[src/rtl/wb_pkg.sv]
// Shared types and constants for the write-back stage: load funct3 codes,
// the commit-queue entry layout and the pointer-width helper.
package wb_pkg;

    localparam logic [2:0] F3_LB  = 3'b000;
    localparam logic [2:0] F3_LH  = 3'b001;
    localparam logic [2:0] F3_LW  = 3'b010;
    localparam logic [2:0] F3_LBU = 3'b100;
    localparam logic [2:0] F3_LHU = 3'b101;

    typedef struct packed {
        logic [4:0]  rd;
        logic [31:0] data;
        logic        is_load;
        logic [2:0]  funct3;
        logic [1:0]  addr_lo;
        logic        done;
    } entry_t;

    function automatic int ptr_width(input int depth);
        return $clog2(depth);
    endfunction

endpackage

[src/rtl/load_extender.sv]
// Selects the addressed byte/half of an aligned load word and sign- or
// zero-extends it according to funct3.
module load_extender
    import wb_pkg::*;
(
    input  logic [2:0]  funct3,
    input  logic [1:0]  addr_lo,
    input  logic [31:0] word,
    output logic [31:0] data
);

    logic [7:0]  byte_sel;
    logic [15:0] half_sel;

    always_comb begin
        byte_sel = word[7:0];
        case (addr_lo)
            2'd0: byte_sel = word[7:0];
            2'd1: byte_sel = word[15:8];
            2'd2: byte_sel = word[23:16];
            2'd3: byte_sel = word[31:24];
            default: byte_sel = word[7:0];
        endcase
        half_sel = addr_lo[1] ? word[31:16] : word[15:0];

        data = '0;
        case (funct3)
            F3_LB:   data = {{24{byte_sel[7]}}, byte_sel};
            F3_LH:   data = {{16{half_sel[15]}}, half_sel};
            F3_LW:   data = word;
            F3_LBU:  data = {24'd0, byte_sel};
            F3_LHU:  data = {16'd0, half_sel};
            default: data = '0;
        endcase
    end

endmodule

[src/rtl/writeback_stage.sv]
// In-order write-back stage: a small commit queue of ALU results and loads,
// filled by in-order memory responses and retired one register write per cycle.
module writeback_stage
    import wb_pkg::*;
#(
    parameter int DEPTH = 4
) (
    input  logic        clk_i,
    input  logic        rst_i,
    input  logic        ex_valid_i,
    input  logic [4:0]  ex_rd_i,
    input  logic [31:0] ex_data_i,
    input  logic        ex_is_load_i,
    input  logic [2:0]  ex_funct3_i,
    input  logic [1:0]  ex_addr_lo_i,
    input  logic        mem_rsp_valid_i,
    input  logic [31:0] mem_rsp_data_i,
    output logic        reg_write_wb_o,
    output logic [4:0]  reg_rd_wb_o,
    output logic [31:0] reg_rd_data_wb_o,
    output logic        stall_writeback_o,
    output logic        protocol_err_o
);

    localparam int PTR_W = ptr_width(DEPTH);
    localparam logic [PTR_W:0] FULL_CNT = (PTR_W + 1)'(DEPTH);

    entry_t queue [DEPTH];

    logic [PTR_W-1:0] head_reg, tail_reg, fill_reg, fill_next;
    logic [PTR_W:0]   count_reg, load_cnt_reg;
    logic             err_reg;
    logic             we_reg;
    logic [4:0]       rd_reg;
    logic [31:0]      data_reg;

    logic             full, empty, enq, bypass, store, fill, retire;
    logic             fill_found;
    logic [PTR_W-1:0] fill_scan, scan_idx;
    logic [PTR_W-1:0] slot_off [DEPTH];
    logic [DEPTH-1:0] waiting;
    entry_t           head_entry;
    logic [31:0]      ext_data, retire_data;

    assign full   = (count_reg == FULL_CNT);
    assign empty  = (count_reg == '0);
    assign enq    = ex_valid_i && !full;
    assign bypass = enq && empty && !ex_is_load_i;
    assign store  = enq && !bypass;
    assign fill   = mem_rsp_valid_i && (load_cnt_reg != '0);

    assign head_entry = queue[head_reg];
    // Only the registered done bit counts, so a load retires the edge after its fill.
    assign retire     = !empty && head_entry.done;

    // A slot is waiting when it is occupied and still has no memory data.
    generate
        for (genvar gi = 0; gi < DEPTH; gi++) begin : g_slot
            assign slot_off[gi] = PTR_W'(gi) - head_reg;
            assign waiting[gi]  = ({1'b0, slot_off[gi]} < count_reg) && !queue[gi].done;
        end
    endgenerate

    // Nearest waiting slot after the current fill pointer, in program order.
    always_comb begin
        fill_found = 1'b0;
        fill_scan  = tail_reg;
        scan_idx   = '0;
        for (int k = DEPTH - 1; k >= 1; k--) begin
            scan_idx = fill_reg + PTR_W'(k);
            if (waiting[scan_idx]) begin
                fill_found = 1'b1;
                fill_scan  = scan_idx;
            end
        end
    end

    always_comb begin
        fill_next = fill_reg;
        if (fill) begin
            fill_next = fill_found ? fill_scan : tail_reg;
        end else if (store && ex_is_load_i && (load_cnt_reg == '0)) begin
            fill_next = tail_reg;
        end
    end

    load_extender u_load_extender (
        .funct3  (head_entry.funct3),
        .addr_lo (head_entry.addr_lo),
        .word    (head_entry.data),
        .data    (ext_data)
    );

    assign retire_data = head_entry.is_load ? ext_data : head_entry.data;

    always_ff @(posedge clk_i) begin
        if (store) begin
            queue[tail_reg] <= '{rd:      ex_rd_i,
                                 data:    ex_data_i,
                                 is_load: ex_is_load_i,
                                 funct3:  ex_funct3_i,
                                 addr_lo: ex_addr_lo_i,
                                 done:    !ex_is_load_i};
        end
        if (fill) begin
            queue[fill_reg].data <= mem_rsp_data_i;
            queue[fill_reg].done <= 1'b1;
        end
    end

    always_ff @(posedge clk_i or posedge rst_i) begin
        if (rst_i) begin
            head_reg     <= '0;
            tail_reg     <= '0;
            fill_reg     <= '0;
            count_reg    <= '0;
            load_cnt_reg <= '0;
            err_reg      <= 1'b0;
            we_reg       <= 1'b0;
            rd_reg       <= '0;
            data_reg     <= '0;
        end else begin
            if (store) begin
                tail_reg <= tail_reg + PTR_W'(1);
            end
            if (retire) begin
                head_reg <= head_reg + PTR_W'(1);
            end
            fill_reg     <= fill_next;
            count_reg    <= count_reg + (PTR_W + 1)'(store) - (PTR_W + 1)'(retire);
            load_cnt_reg <= load_cnt_reg + (PTR_W + 1)'(store && ex_is_load_i)
                                         - (PTR_W + 1)'(fill);
            err_reg      <= err_reg || (ex_valid_i && full)
                                    || (mem_rsp_valid_i && (load_cnt_reg == '0));
            if (bypass) begin
                we_reg   <= (ex_rd_i != 5'd0);
                rd_reg   <= ex_rd_i;
                data_reg <= ex_data_i;
            end else if (retire) begin
                we_reg   <= (head_entry.rd != 5'd0);
                rd_reg   <= head_entry.rd;
                data_reg <= retire_data;
            end else begin
                we_reg   <= 1'b0;
            end
        end
    end

    assign reg_write_wb_o    = we_reg;
    assign reg_rd_wb_o       = rd_reg;
    assign reg_rd_data_wb_o  = data_reg;
    assign stall_writeback_o = full;
    assign protocol_err_o    = err_reg;

endmodule
[config.mk]
export PLATFORM = sky130hd
export DESIGN_NAME = writeback_stage
export DESIGN_NICKNAME = d
export VERILOG_FILES = /design/src/rtl/wb_pkg.sv /design/src/rtl/load_extender.sv /design/src/rtl/writeback_stage.sv
export SDC_FILE = /design/constraint.sdc
export NUM_CORES = 1
export LEC_CHECK = 0
export ABC_AREA = 1
export ABC_CLOCK_PERIOD_IN_PS = 2900
export CAP_MARGIN = 0
export CELL_PAD_IN_SITES_DETAIL_PLACEMENT = 2
export CELL_PAD_IN_SITES_GLOBAL_PLACEMENT = 2
export CORE_AREA = 2 2 200 202
export DETAILED_ROUTE_END_ITERATION = 6
export DIE_AREA = 0 0 202 204
export MAX_ROUTING_LAYER = met4
export PLACE_DENSITY = 0.78
export SYNTH_ARGS = -nofsm -noshare
export SYNTH_HDL_FRONTEND = slang
export SYNTH_SLANG_ARGS = --single-unit
[constraint.sdc]
create_clock -name clk_i -period 2.9 [get_ports clk_i]
set_input_delay 0.725 -clock clk_i [delete_from_list [all_inputs] [get_ports clk_i]]
set_output_delay 0.725 -clock clk_i [all_outputs]
set_load 0.03 [all_outputs]
==> impl_metrics.ini <==
[run_status]
status = finished clean

[synth]
ys_ff_latch = 227
synth_top_area_cell = edfxtp_1
synth_edf_count = 172
synthFlopType = edfxtp_1
postSynthCellCount = 1749
yosysUniqueCellTypes = 40
syn_avg_cell_area_um2 = 7.514
async_flop_share_pct = 22.47
yosysWarnings = 0
netlist_top_cells_area = edfxtp_1 (39%), nand2_1 (23%), dfrtp_1 (9.7%)
synth_fp_nets = 1846
ys_seq_area_share_pct = 49.62
synth_top_area_share_pct = 39.30
synthTopCellsByCount = nand2_1 (797), nor2_1 (201), edfxtp_1 (172), o21ai_0 (165), inv_1 (105)
yosysMostFrequentCell = nand2_1
syn_area_um2 = 13140

[floorplan]
die_area_um2 = 41210
start_util_pct = 33.54
fp.dieW_um = 202
pin_count = 119
num_rows = 73
die_h_um = 204
core_area_um2 = 39180

[grt]
antenna_found_initial = 1
grt_pass1_vias = 13990
grt_pass1_wl_mm = 85.44
overflow = 0
track_usage_pct = 28.28
grt_max_degree = 34

[worst_setup_path]
crit_path_cell_trace = inv_4 -> buf_4 -> nand2_1 -> nand2_1 -> nand2_1 -> nand3_1 -> nand3_4 -> nand2_1 -> nand2_1 -> nand2_1 -> nand2_1 -> nand2_1
crit_path_start_kind = flip-flop
endpoint_kind = flip-flop
crit_cells = 12
crit_fanout = 24
worst-path-buf-inv = 2
path_class = reg2reg
ff2ff_path_depth = 12
crit_slowest_cell = dfrtp_1
crit_family = simple AND/OR/NAND/NOR gates
cp_common_cell = nand2_1
worstPathRequired_ns = 3.43
slowest_delay_ns = 0.56
crit_arrival_ns = 3.22

[detailed_routing]
vias = 12820
dr.pass1.iters = 5
viasPerCell = 5.285
drc = 0
routed_wl_mm = 56.20
ant_nets = 0
drtIter0Drc = 698
wire_per_inst_um = 23.16

[worst_hold_path]
worstHoldPathCells = 2
hold_path_class = reg2reg

[pwr]
p_leak_nw = 7.461
power_switching_mw = 11.15
swShare_pct = 49.72
p_int_mw = 11.28
power_frac_clock_pct = 17.0
pwr-share-comb_pct = 57.5
p_seq_share_pct = 25.5
power.density_nw_per_um2 = 1378
vdd.ir_drop.worst_uv = 592.8

[final_layout]
drive_gt1_share_pct = 7.680
nets = 1977
largest_reg_flops = 176
syn_to_final_growth_pct = 23.84
largest-register = queue
n_antenna_cell = 0

[job]
cap_violations = 0

[sta]
fin_ws_ns = 0.2054
fin_crit_ns = 2.695
fmax_ghz = 0.3711
fin_crit_sh_pct = 92.92
timing.final.hold_violations = 0
slew_headroom_pct = 38.30
setup_violations = 0
finalSetupTns_ns = 0
rsz0062_at_grt = no
slew_violations = 0
skew_ns = 0.01776
worst_pin_slew_ns = 0.9254

[cts]
cts_root_buffer = clkbuf_16
post-cts-setup-buffers = 0
cts_tree = yes
clockBufferDepth = 3
hold_buffers = 0
cts_buffers = 29
postCtsResizedCells = 0
insertion_delay_ns = 0.59
htreeDepth = 1
path_clk_slew_ns = 0.06
clock-sinks = 227

[place]
dp_slack_ns = 0.001670
gp_congestion = 0.8185
io_buffer_count = 118
post-dp-hpwl_mm = 40.37
power by group through the flow:
stage / logic [mW] / registers (mW) / clock network, mW
finish: 12.9 / 5.72 / 3.81
global route: 14.3 / 5.83 / 3.97
CTS: 13.0 / 5.72 / 3.86
detailed placement: 12.8 / 5.76 / 0
global placement: 12.3 / 5.69 / 0
floorplan: 7.39 / 6.00 / 0
cell families (layout without fill, tap and decap cells):
logic type,count (synthesis),in the layout,synth area share (%)
and+or+nand+nor,1080,1080,32.63
DFF,227,227,49.62
AOI/OAI and AO/OA,218,218,8.759
buffers and inverters,200,352,6.769
adders and majority gates,18,18,1.828
xor gates and xnor gates,6,6,0.3999
worst min-delay path, stage by stage, from the launching register on:
cell	delay, ns
dfrtp_1	0.34
nand2_1	0.05
nand2_1	0.05
cell type report:
class	count	area, um^2
well taps	525	656.9
clock inverters	14	224.0
flip-flops and latches	227	6523
inverters	110	417.9
clock buffers	38	759.5
repair buffers	190	1953
multi-input cells	1322	5742
fillers	4507	22910
worst paths after layout:
check / from / to / slack, ns
setup / recovery: head_reg[1]$_DFFE_PP0P_ / reg_rd_data_wb_o[19]$_DFFE_PP0P_ / 0.21
hold / removal: reg_rd_data_wb_o[4]$_DFFE_PP0P_ / reg_rd_data_wb_o[4]$_DFFE_PP0P_ / 0.48
setup reg to reg: head_reg[1]$_DFFE_PP0P_ / reg_rd_data_wb_o[19]$_DFFE_PP0P_ / 0.21
hold reg to reg: reg_rd_data_wb_o[4]$_DFFE_PP0P_ / reg_rd_data_wb_o[4]$_DFFE_PP0P_ / 0.48
max in group asynchronous: rst_i / reg_rd_data_wb_o[30]$_DFFE_PP0P_ / 1.60
min in group asynchronous: rst_i / count_reg[1]$_DFF_PP0_ / 0.67
routing by layer:
layer,GRT usage [%],vias to the layer above,wire [um]
li1,-,5865,-
met1,35.98,6511,24380
met2,47.15,340,27200
met3,3.540,106,2803
met4,8.745,0,1812
met5,-,-,0
stage by stage:
stage          utilization, %  instances  power [mW]  hold WS, ns  area, um^2
6_report                41.54       2426       22.43       0.4791       16280
5_1_grt                 41.54       2426       24.14       0.5193       16280
4_1_cts                 41.52       2426       22.54       0.4853       16270
3_5_place_dp            39.01       2374       18.58       0.4694       15290
3_3_place_gp            39.01       2374       17.96       0.4614       15290
2_1_floorplan               -       1749       13.39       0.4426       13140
layout by cell type (no fill, tap or decap), drive strengths merged, types with 2 or more instances in the layout:
master and n:
clkbuf 38, dfxtp 4, nor2 214, clkinv 4, nand4 9, inv 112
nand2 801, bufinv 5, edfxtp 172, ha 16, xor2 3, clkinvlp 3
fa 2, a22oi 5, nand3 51, buf 72, nor3 4, clkdlybuf4s50 117
a221oi 2, a31oi 18, xnor2 3, dfrtp 51, a21oi 23, o21ai 166
(Power assumes the default switching activity.)
